==> src/rtl/avm_sram_bus_adapter.sv <==
// avm_sram_bus_adapter
//   Bridges a 32-bit Avalon-MM slave port onto a 16-bit SRAM controller.
//   Each 32-bit access becomes two 16-bit halves, low half first. The
//   sequence is IDLE -> LO -> HI -> DONE.
//
//   Timing
//     A request seen in IDLE at cycle 0 completes in cycle 3, when
//     s_waitrequest drops to 0. Reads always take this path.
//     With SKIP_EMPTY_HALF=1, a write skips any half whose byte-enable
//     pair is 2'b00.
//
//   Downstream controller
//     Returns read data one cycle after m_read and has no waitrequest.
//
// Parameters
//   SKIP_EMPTY_HALF : 1 = do not issue write halves whose byteenable pair is 2'b00
//
// Ports
//   clk, reset                 : clock; synchronous active-high reset
//   s_address[16:0]            : upstream 32-bit word address
//   s_byteenable[3:0]          : upstream byte lanes
//   s_read, s_write            : upstream request strobes (read wins if both)
//   s_writedata[31:0]          : upstream write data
//   s_readdata[31:0]           : upstream read data (zero outside a read completion)
//   s_waitrequest              : low only in the completion cycle
//   m_address[17:0]            : SRAM halfword address
//   m_byteenable[1:0]          : SRAM byte lanes
//   m_read, m_write            : SRAM strobes (one cycle per half)
//   m_writedata[15:0]          : SRAM write data
//   m_readdata[15:0]           : SRAM read data (one cycle after m_read)
module avm_sram_bus_adapter #(
  parameter bit SKIP_EMPTY_HALF = 1'b1
) (
  input  logic        clk,
  input  logic        reset,
  input  logic [16:0] s_address,
  input  logic [3:0]  s_byteenable,
  input  logic        s_read,
  input  logic        s_write,
  input  logic [31:0] s_writedata,
  output logic [31:0] s_readdata,
  output logic        s_waitrequest,
  output logic [17:0] m_address,
  output logic [1:0]  m_byteenable,
  output logic        m_read,
  output logic        m_write,
  output logic [15:0] m_writedata,
  input  logic [15:0] m_readdata
);

  typedef enum logic [1:0] {
    IDLE = 2'd0,
    LO   = 2'd1,
    HI   = 2'd2,
    DONE = 2'd3
  } state_t;

  state_t      state, state_nx;

  // Request fields captured on acceptance. The bus master may change its
  // inputs afterwards without disturbing the transfer in flight.
  logic [16:0] addr_q;
  logic [3:0]  be_q;
  logic [31:0] wd_q;
  logic        rd_q;

  // Low-half read result. It is sampled in HI, one cycle after the LO strobe.
  logic [15:0] hold_q;

  logic        req;
  logic        req_rd;
  logic        lo_empty;
  logic        hi_empty;
  logic        hi_empty_q;

  assign req      = s_read | s_write;
  assign req_rd   = s_read;           // read takes priority when both are high
  assign lo_empty = (s_byteenable[1:0] == 2'b00);
  assign hi_empty = (s_byteenable[3:2] == 2'b00);
  assign hi_empty_q = (be_q[3:2] == 2'b00);

  // State register and request capture
  always_ff @(posedge clk) begin
    if (reset) begin
      state  <= IDLE;
      addr_q <= '0;
      be_q   <= '0;
      wd_q   <= '0;
      rd_q   <= 1'b0;
      hold_q <= '0;
    end else begin
      state <= state_nx;
      if (state == IDLE && req) begin
        addr_q <= s_address;
        be_q   <= s_byteenable;
        wd_q   <= s_writedata;
        rd_q   <= req_rd;
      end
      if (state == HI && rd_q)
        hold_q <= m_readdata;
    end
  end

  // Next-state logic and outputs
  always_comb begin
    state_nx      = state;
    s_waitrequest = 1'b1;
    s_readdata    = 32'h0;
    m_address     = {addr_q, 1'b0};
    m_byteenable  = 2'b00;
    m_read        = 1'b0;
    m_write       = 1'b0;
    m_writedata   = 16'h0;

    unique case (state)
      IDLE: begin
        if (req) begin
          // Writes may bypass empty halves. Reads always do both.
          if (!req_rd && SKIP_EMPTY_HALF && lo_empty)
            state_nx = hi_empty ? DONE : HI;
          else
            state_nx = LO;
        end
      end

      LO: begin
        m_address    = {addr_q, 1'b0};
        m_byteenable = rd_q ? 2'b11 : be_q[1:0];
        m_read       = rd_q;
        m_write      = !rd_q;
        m_writedata  = wd_q[15:0];
        if (!rd_q && SKIP_EMPTY_HALF && hi_empty_q)
          state_nx = DONE;
        else
          state_nx = HI;
      end

      HI: begin
        m_address    = {addr_q, 1'b1};
        m_byteenable = rd_q ? 2'b11 : be_q[3:2];
        m_read       = rd_q;
        m_write      = !rd_q;
        m_writedata  = wd_q[31:16];
        state_nx     = DONE;
      end

      DONE: begin
        s_waitrequest = 1'b0;
        // m_readdata now carries the high-half result of the HI strobe.
        if (rd_q)
          s_readdata = {m_readdata, hold_q};
        state_nx = IDLE;
      end

      default: state_nx = IDLE;
    endcase
  end

endmodule

==> config.mk <==
export PLATFORM = sky130hd
export DESIGN_NAME = avm_sram_bus_adapter
export DESIGN_NICKNAME = d
export VERILOG_FILES = /design/src/rtl/avm_sram_bus_adapter.sv
export SDC_FILE = /design/constraint.sdc
export NUM_CORES = 1
export LEC_CHECK = 0
export ABC_AREA = 1
export CAP_MARGIN = 20
export CORE_MARGIN = 1
export CORE_UTILIZATION = 34
export CTS_CLUSTER_DIAMETER = 150
export DETAILED_ROUTE_END_ITERATION = 10
export GPL_TIMING_DRIVEN = 0
export HOLD_SLACK_MARGIN = 0.02
export PLACE_DENSITY_LB_ADDON = 0.25
export SLEW_MARGIN = 10
export SYNTH_ARGS = -nofsm -noshare
export SYNTH_HDL_FRONTEND = slang
export SYNTH_SLANG_ARGS = --single-unit
==> constraint.sdc <==
create_clock -name clk -period 1.9 [get_ports clk]
set_clock_uncertainty 0.2 [all_clocks]
set_input_delay 0.38 -clock clk [delete_from_list [all_inputs] [get_ports clk]]
set_output_delay 0.38 -clock clk [all_outputs]
set_load 0.01 [all_outputs]
==> results.md <==
- The flow ran to the end, but the final reports show violations.
- The final reports fail on DRC, setup timing.
- For the worst setup path, the data required time is 1.32 ns.
- Counting along the longest clock path gives a buffer depth of 2.
- The switching share of total power is 35.4%.
- The number of search-and-repair iterations in the first detailed-routing pass is 7.
- The final wirelength is 9920 um.
- After the first detailed-routing iteration, the DRC count stood at 144.
- The clock network accounts for 23.2% of the total power.
- The CTS tree is built.
- The congestion estimate from routability-driven global placement came to 0.867.
- Setup repair after global routing could not meet its margin everywhere.
- The sequential element share of the synthesized area is 45.6%.
- The type of origin of the critical path is a register.
- The layer with the highest usage is met2.
- The synthesized area per cell is 6.96 um^2.
- CTS placed an instance of sky130_fd_sc_hd__clkbuf_8 at the clock tree root.
- Counting I/O delays and the setup requirement, the final critical path takes 2.17 ns.
- The critical path is of the reg -> out type.
- For hold timing, the worst endpoint is hold_q[10].
- The number of port buffers is 143.
- The overall track demand over capacity in global routing is 19.9%.
- The net switching power is 1.89 mW.
- The clock reaches the later pin of the worst-skew pair after 0.33 ns.
- The area fraction of the dominant cell type after synthesis is 45.6%.
- The total standard cell area after synthesis is 3160 um^2.
- For this run, the leading register cell type out of synthesis is sky130_fd_sc_hd__dfxtp_1.
- The analysis attributes to cell leakage a power of 2.14 nW.
- The count of antenna-violating nets left after detailed routing is 0.
- The kind of path behind the tightest hold check is reg -> reg.
- The final routed DRC violation total is 7.
- Counting flops with an async set or reset pin after synthesis yields a share of 0%.
- In the global route stage, met1 resource usage came out at 24.5%.
- The floorplan row count is 34.
- In the final routed layout, each cell accounts on average for 13.5 um.
- The number of placed I/O pins is 144.
- The max capacitance violation total is 0.
- From synthesis to final layout, the design area changed by 65.3%.
- The relative contribution of combinational cells to total power is 39.9%.
- The core region is 8850 um^2.
- By area the synthesized netlist is led by sky130_fd_sc_hd__dfxtp_1 (46%), sky130_fd_sc_hd__nor2_1 (17%), sky130_fd_sc_hd__o21ai_0 (12%).
- The synthesized design contains 0 enable-type register cells.
- The startpoint of the lowest-slack hold path is hold_q[10].
- In this run the critical register-to-register path is captured at hold_q[4].
- For the worst flop-to-flop path, the logic depth is 6.
- Entering global routing, the biggest net connects 15 pins.
- In this run the number of H-tree levels came out at 3.
- The portion of total power attributed to sequential cells is 37.0%.
- The yosys synthesis warning count is 0.
- Synthesis handed over a netlist of 454 instances.
- The initial antenna violation count is 0.
- The startpoint of the worst register-to-register path is state[0].
- STA classifies the critical path endpoint as a primary output.
- The number of endpoints with negative hold slack in the final report is 0.
- The die area is 9690 um^2.
- Clock-pin slew was measured on the worst setup and hold paths at 0.08 ns.
- At the worst endpoint, the arrival time is 1.59 ns.
- The worst hold path passes through 2 cells.
- The average via count per standard cell is 4.68.
- Dividing total power by cell area gives a power density of 1020 nW/um^2.
- The die is 98.4 um tall.
- The first global-routing pass estimated 15,300 um of wire.
- Setup violations remaining at the end of the flow were counted as 52.
- For this configuration, the core starts out at a cell density of 35.7%.
- In this run the horizontal extent of the chip is 98.4 um.
- The internal power of the cells totals 3.44 mW.
- In the post-synthesis netlist, the cell with the most instances is sky130_fd_sc_hd__nor2_1.
- The count of inserted antenna diode cells is 0.
- Sorting the synthesized cells by how often they occur yields sky130_fd_sc_hd__nor2_1 (145), sky130_fd_sc_hd__o21ai_0 (74), sky130_fd_sc_hd__dfxtp_1 (72), sky130_fd_sc_hd__nand2_1 (42), sky130_fd_sc_hd__inv_1 (41).
- Dividing the final minimum period by the clock period gives 114%.
- The via count of the first global-routing pass is 3,233.
- The clock sink count is 72.
- The transition time at the pin with the least slew margin is 0.448 ns.
- The synthesized design contains 72 register bits.
- The completed layout was analyzed and its total power is 5.32 mW.
- Across all setup checks in the final design, the least slack found is -0.272 ns.
- The largest vdd supply drop is 0.000598 V.
- The met3 track utilization from global routing is 4.61%.
- The final total negative setup slack is -9.51 ns.
- The worst pin sits at a relative slew slack of 70.1%.
- The number of different library cells used by synthesis comes to 20.
- Timing analysis after detailed placement gives a worst setup slack of -0.737 ns.
- The share of final-layout standard cells stronger than drive strength 1 is 21.2%.
- Based on the critical path, the design can be clocked at up to 0.460 GHz.
- The number of nets in the synthesized netlist is 534.
- The total CTS buffers is 9.
- The maximum fanout count along the critical path is 10.
- Buffers inserted to repair hold after CTS numbered 0.
- Detailed placement finished with a half-perimeter wire length of 6890 um.
- The final layout net count is 701.
- Summing over every cut layer, the via total after detailed routing is 3,438.
- Of all cell types, the one taking the most synthesized area is sky130_fd_sc_hd__dfxtp_1.
- The max-slew violation total from the final report is 0.
- The internal reg-to-reg setup slack is 0.23 ns.
- Global routing used 33.9% of the available met2 tracks.
- The aggregate global routing overflow is 0.
stage by stage:
| stage | cells | hold WS, ns | util, % | instance area, um^2 |
|---|---|---|---|---|
| 4_1_cts | 730 | 0.258 | 57.8 | 5110 |
| 3_5_place_dp | 705 | 0.246 | 53.9 | 4770 |
| 2_1_floorplan | 454 | 0.230 | - | 3200 |
| 3_3_place_gp | 705 | 0.239 | 53.9 | 4770 |
| 6_report | 734 | 0.256 | 59.0 | 5230 |
| 5_1_grt | 734 | 0.277 | 59.0 | 5230 |
power groups by stage:
stage / logic, mW / registers [mW] / clock network (mW)
after floorplan: 0.981 / 1.99 / 0
after global placement: 1.71 / 1.98 / 0
after detailed placement: 1.73 / 1.99 / 0
after CTS: 1.96 / 1.97 / 1.25
after global routing: 2.33 / 2.00 / 1.33
final: 2.12 / 1.97 / 1.23
registers in the layout (all words and copies together) (netlist names):
register,flops
wd_q,32
addr_q,17
hold_q,16
be_q,4
state,2
rd_q,1
placed cells by master (no fill, tap or decap), types with 2 or more instances in the layout:
cell type / instances
sky130_fd_sc_hd__ha_2: 2
sky130_fd_sc_hd__clkbuf_8: 9
sky130_fd_sc_hd__clkbuf_1: 9
sky130_fd_sc_hd__clkbuf_2: 6
sky130_fd_sc_hd__inv_1: 38
sky130_fd_sc_hd__nor2_1: 145
sky130_fd_sc_hd__dlygate4sd2_1: 2
sky130_fd_sc_hd__buf_4: 8
sky130_fd_sc_hd__clkdlybuf4s15_2: 31
sky130_fd_sc_hd__nand2_4: 2
sky130_fd_sc_hd__a21oi_1: 20
sky130_fd_sc_hd__buf_6: 12
sky130_fd_sc_hd__buf_8: 4
sky130_fd_sc_hd__dfxtp_4: 2
sky130_fd_sc_hd__o21ai_0: 74
sky130_fd_sc_hd__nand2_1: 40
sky130_fd_sc_hd__clkdlybuf4s50_1: 89
sky130_fd_sc_hd__buf_2: 20
sky130_fd_sc_hd__dfxtp_1: 70
sky130_fd_sc_hd__clkinvlp_4: 3
sky130_fd_sc_hd__inv_2: 2
sky130_fd_sc_hd__ha_4: 2
sky130_fd_sc_hd__a21oi_2: 16
sky130_fd_sc_hd__inv_6: 4
sky130_fd_sc_hd__ha_1: 3
sky130_fd_sc_hd__clkbuf_16: 2
cell type report:
cell class                 instances  area [um^2]
timing repair buffer             156         1520
clock inverter                     7         78.8
buffer                            28          231
tap                              108          135
multi-input combinational        310         1500
timing repair inverter             1         8.76
fill                             832         3620
inverter                          43          181
sequential                        72         1450
clock buffer                       9          124
metal layers:
layer  vias up  share of wire [%]
li1       1760                  -
met1      1564                 43
met2        97                 48
met3        17                6.2
met4         0                2.6
met5         -                  0
kinds of logic (layout without fill, tap and decap cells):
logic type / after synthesis / after routing / share of synthesized area [%]
simple gates: 189 / 189 / 22.7
compound gates: 114 / 114 / 18.6
flops: 72 / 72 / 45.6
buf+inv: 72 / 244 / 10.3
fa+ha+maj: 7 / 7 / 2.77
critical path: stages (launching register included):
cell and delay, ns:
sky130_fd_sc_hd__dfxtp_4 0.38, sky130_fd_sc_hd__buf_4 0.13, sky130_fd_sc_hd__ha_4 0.20, sky130_fd_sc_hd__buf_8 0.15, sky130_fd_sc_hd__nand2_1 0.10, sky130_fd_sc_hd__a21oi_4 0.16
sky130_fd_sc_hd__buf_2 0.14
worst max-delay path by stage:
stage | endpoint | cells past startpoint | start | slack (ns)
6_report | m_writedata[4] | 6 | state[0] | -0.27
5_1_grt | m_writedata[4] | 6 | state[0] | -0.33
3_5_place_dp | m_writedata[15] | 6 | state[0] | -0.74
3_3_place_gp | m_byteenable[1] | 6 | state[0] | -0.73
4_1_cts | m_writedata[4] | 6 | state[1] | -0.27
2_1_floorplan | m_write | 5 | state[0] | 0.02
timing repair:
action                     CTS  global route
pin swaps                    1             1
resized for setup          213            19
setup endpoints to repair   54            52
gates cloned                 2             2
setup buffers                8             4
(Power assumes the default switching activity.)
==> RTL change: new RTL, same settings <==
Change the parameter `SKIP_EMPTY_HALF` from 1'b1 to 1'b0.
--- a/src/rtl/avm_sram_bus_adapter.sv
+++ b/src/rtl/avm_sram_bus_adapter.sv
@@ -31,3 +31,3 @@
 module avm_sram_bus_adapter #(
-  parameter bit SKIP_EMPTY_HALF = 1'b1
+  parameter bit SKIP_EMPTY_HALF = 1'b0
 ) (
Function: changed (Yosys sat finds a counterexample within 4 cycles, from zero or initial values and one cycle with reset high).
==> RTL change against the unedited design <==
  * The flow finishes with violations (negative setup slack)
  * Sequential cell count unchanged
  * Wire length up 9.1%
  * Power up 32%
  * Count of clock-buffer cells in the layout up 2
  * Final area up 11%
  * Synthesized area up 13%
  * Die area up 12%
  * Worst setup slack worse by 0.017 ns
  * Critical endpoint is now m_byteenable[0]
  * Largest power group unchanged
  * Highest routed layer unchanged
==> RTL change: results (changes against the unedited design) <==
- Slowest cell on crit path: dfxtp_4
- WP data arrival: 1.61 ns (+0.02 ns)
- GR Layer Usage met2: 35.1% (+1.1 points)
- GRT Total Usage: 19.5% (-0.31 points)
- Remaining DRCs: 0 (-7)
- Final Instance Count excl. Fillers: 872 (+19%)
- Mux contribution to synthesized area: 0% (unchanged)
- Post-Syn Nets: 641 (+20%)
- Synth cell count leaders: nor2_1 (143), inv_1 (93), nand2_1 (92)
- Initial DRC count: 150 (+4.2%)
- Internal power: 4.36 mW (+27%)
- M3 GR Usage: 5.26% (+0.65 points)
- Synth Area in XOR/XNOR: 0% (unchanged)
- GP Congestion: 0.807 (-6.9%)
- Synth Area in Compound Gates: 7.87% (-11 points)
- Largest net degree at the start of global routing: 13 (-2)
- Status: finished with violations
- Clock Latency Late Sink: ~0.34 ns
- Cell family with most CP delay: buffers and inverters
- First-pass DRT Iterations: 4 (-3)
- DP Worst Slack: -0.697 ns (+0.0399 ns)
- Top Registers: wd_q: 32 flops, addr_q: 17 flops, hold_q: 16 flops
- Vias in the first global route: 3708 (+15%)
- Crit Path Max Fanout: 6 (-4)
- Buffers on Ports: 143 (unchanged)
- P_leak: 2.77 nW (+30%)
- Share of layout cells above drive strength 1: 19.8% (-1.5 points)
- Number of flops mapped to enable cells by yosys: 0 (unchanged)
- Area of placed instances: 5200 um^2 (+9.1%)
- Top cells by area, synth: dfxtp_1 (40%), nor2_1 (15%), inv_1 (9.8%)
- Total Neg Setup Slack: -10.96 ns (-1.45 ns)
- Via count: 3902 (+13%)
- First-pass GRT wire length: 17300 um (+13%)
- Avg WL per Cell: 12.4 um (-8.2%)
- Synth cell types: 18 (-10%)
- Dpl hpwl: 7660 um (+11%)
- Setup ws final: -0.290 ns (-0.0174 ns)
- Met3 WL: 756 um (+24%)
- Placed Cells incl. Taps: 837 (+19%)
- Worst-Margin Slew: 0.500 ns (+0.0519 ns)
- Register area share after synthesis: 40.5% (-5.1 points)
- Met2 routed WL: 5350 um (+12%)
- TritonCTS Buffers: 9 (unchanged)
- Setup violations, final: 52 (unchanged)
- Post-Syn Instances: 561 (+24%)
- Failing checks: negative setup slack
- Worst IR drop on VDD: 0.522 mV (-13%)
- NumNets Final: 814 (+16%)
- Post-synth ARST share: 0% (unchanged)
- Met1 wire length: 4580 um (+7.4%)
- Min-Delay Path Class: reg -> reg
- Clock Pin Slew Worst Setup and Hold Paths: 0.07 ns
- Main synth FF type: dfxtp_1
- CTS max path bufs: 2 (unchanged)
- Post-Synth Adder-Cell Area: 2.46% (-0.31 points)
- Synth warnings: 0 (unchanged)
- M1 GR Usage: 22.5% (-2.0 points)
==> RTL change: changes by cell type after synthesis, sizes merged <==
cell and delta:
o21ai -56, nand3 +55, inv +53, nand2 +50
buf +16, clkbuf -9, a21oi -1, a22oi -1
==> RTL change: area by class of cell <==
class	count	area, um^2
timing repair buffer	162	1540
buffer	35	258
sequential	72	1450
clock buffer	11	141
inverter	96	383
multi-input combinational	357	1770
timing repair inverter	1	11.3
tap	133	166
clock inverter	5	80.1
fill	911	4160
==> RTL change: cells by family after synthesis <==
family                   count (synthesis)
AO/OA/AOI/OAI                           56
flip-flops                              72
buffers and inverters                  132
AND/OR/NAND/NOR                        294
adder cells (fa/ha/maj)                  7
==> RTL change: worst reg2reg max path: stages (launching register included) <==
cell and delay (ns):
dfxtp_4 0.39, inv_6 0.05, buf_4 0.14, ha_1 0.25, nand2_1 0.15, buf_2 0.23, o21ai_0 0.11, a21oi_1 0.14
==> RTL change: power by group through the flow <==
stage | registers [mW] | logic (mW) | clock network, mW
floorplan | 2.17 | 1.66 | 0
global placement | 2.15 | 2.67 | 0
detailed placement | 2.17 | 2.71 | 0
CTS | 2.16 | 3.19 | 1.37
global route | 2.22 | 3.84 | 1.45
finish | 2.18 | 3.52 | 1.34
==> RTL change: worst paths after layout <==
path / start / to / slack [ns] / depth (start not counted)
max: state[0] / m_byteenable[0] / -0.29 / 6
min: hold_q[0] / hold_q[0] / 0.25 / 2
max reg2reg: state[0] / hold_q[10] / 0.17 / 7
min reg2reg: hold_q[0] / hold_q[0] / 0.25 / 2
==> RTL change: timing repair <==
action | 4_1_cts | 5_1_grt
endpoints found under the setup margin | 54 | 57
gates cloned | 2 | 1
gates resized for setup | 204 | 31
setup buffers | 10 | 7
hold buffers | 0 | 0
pin swaps | 1 | 11
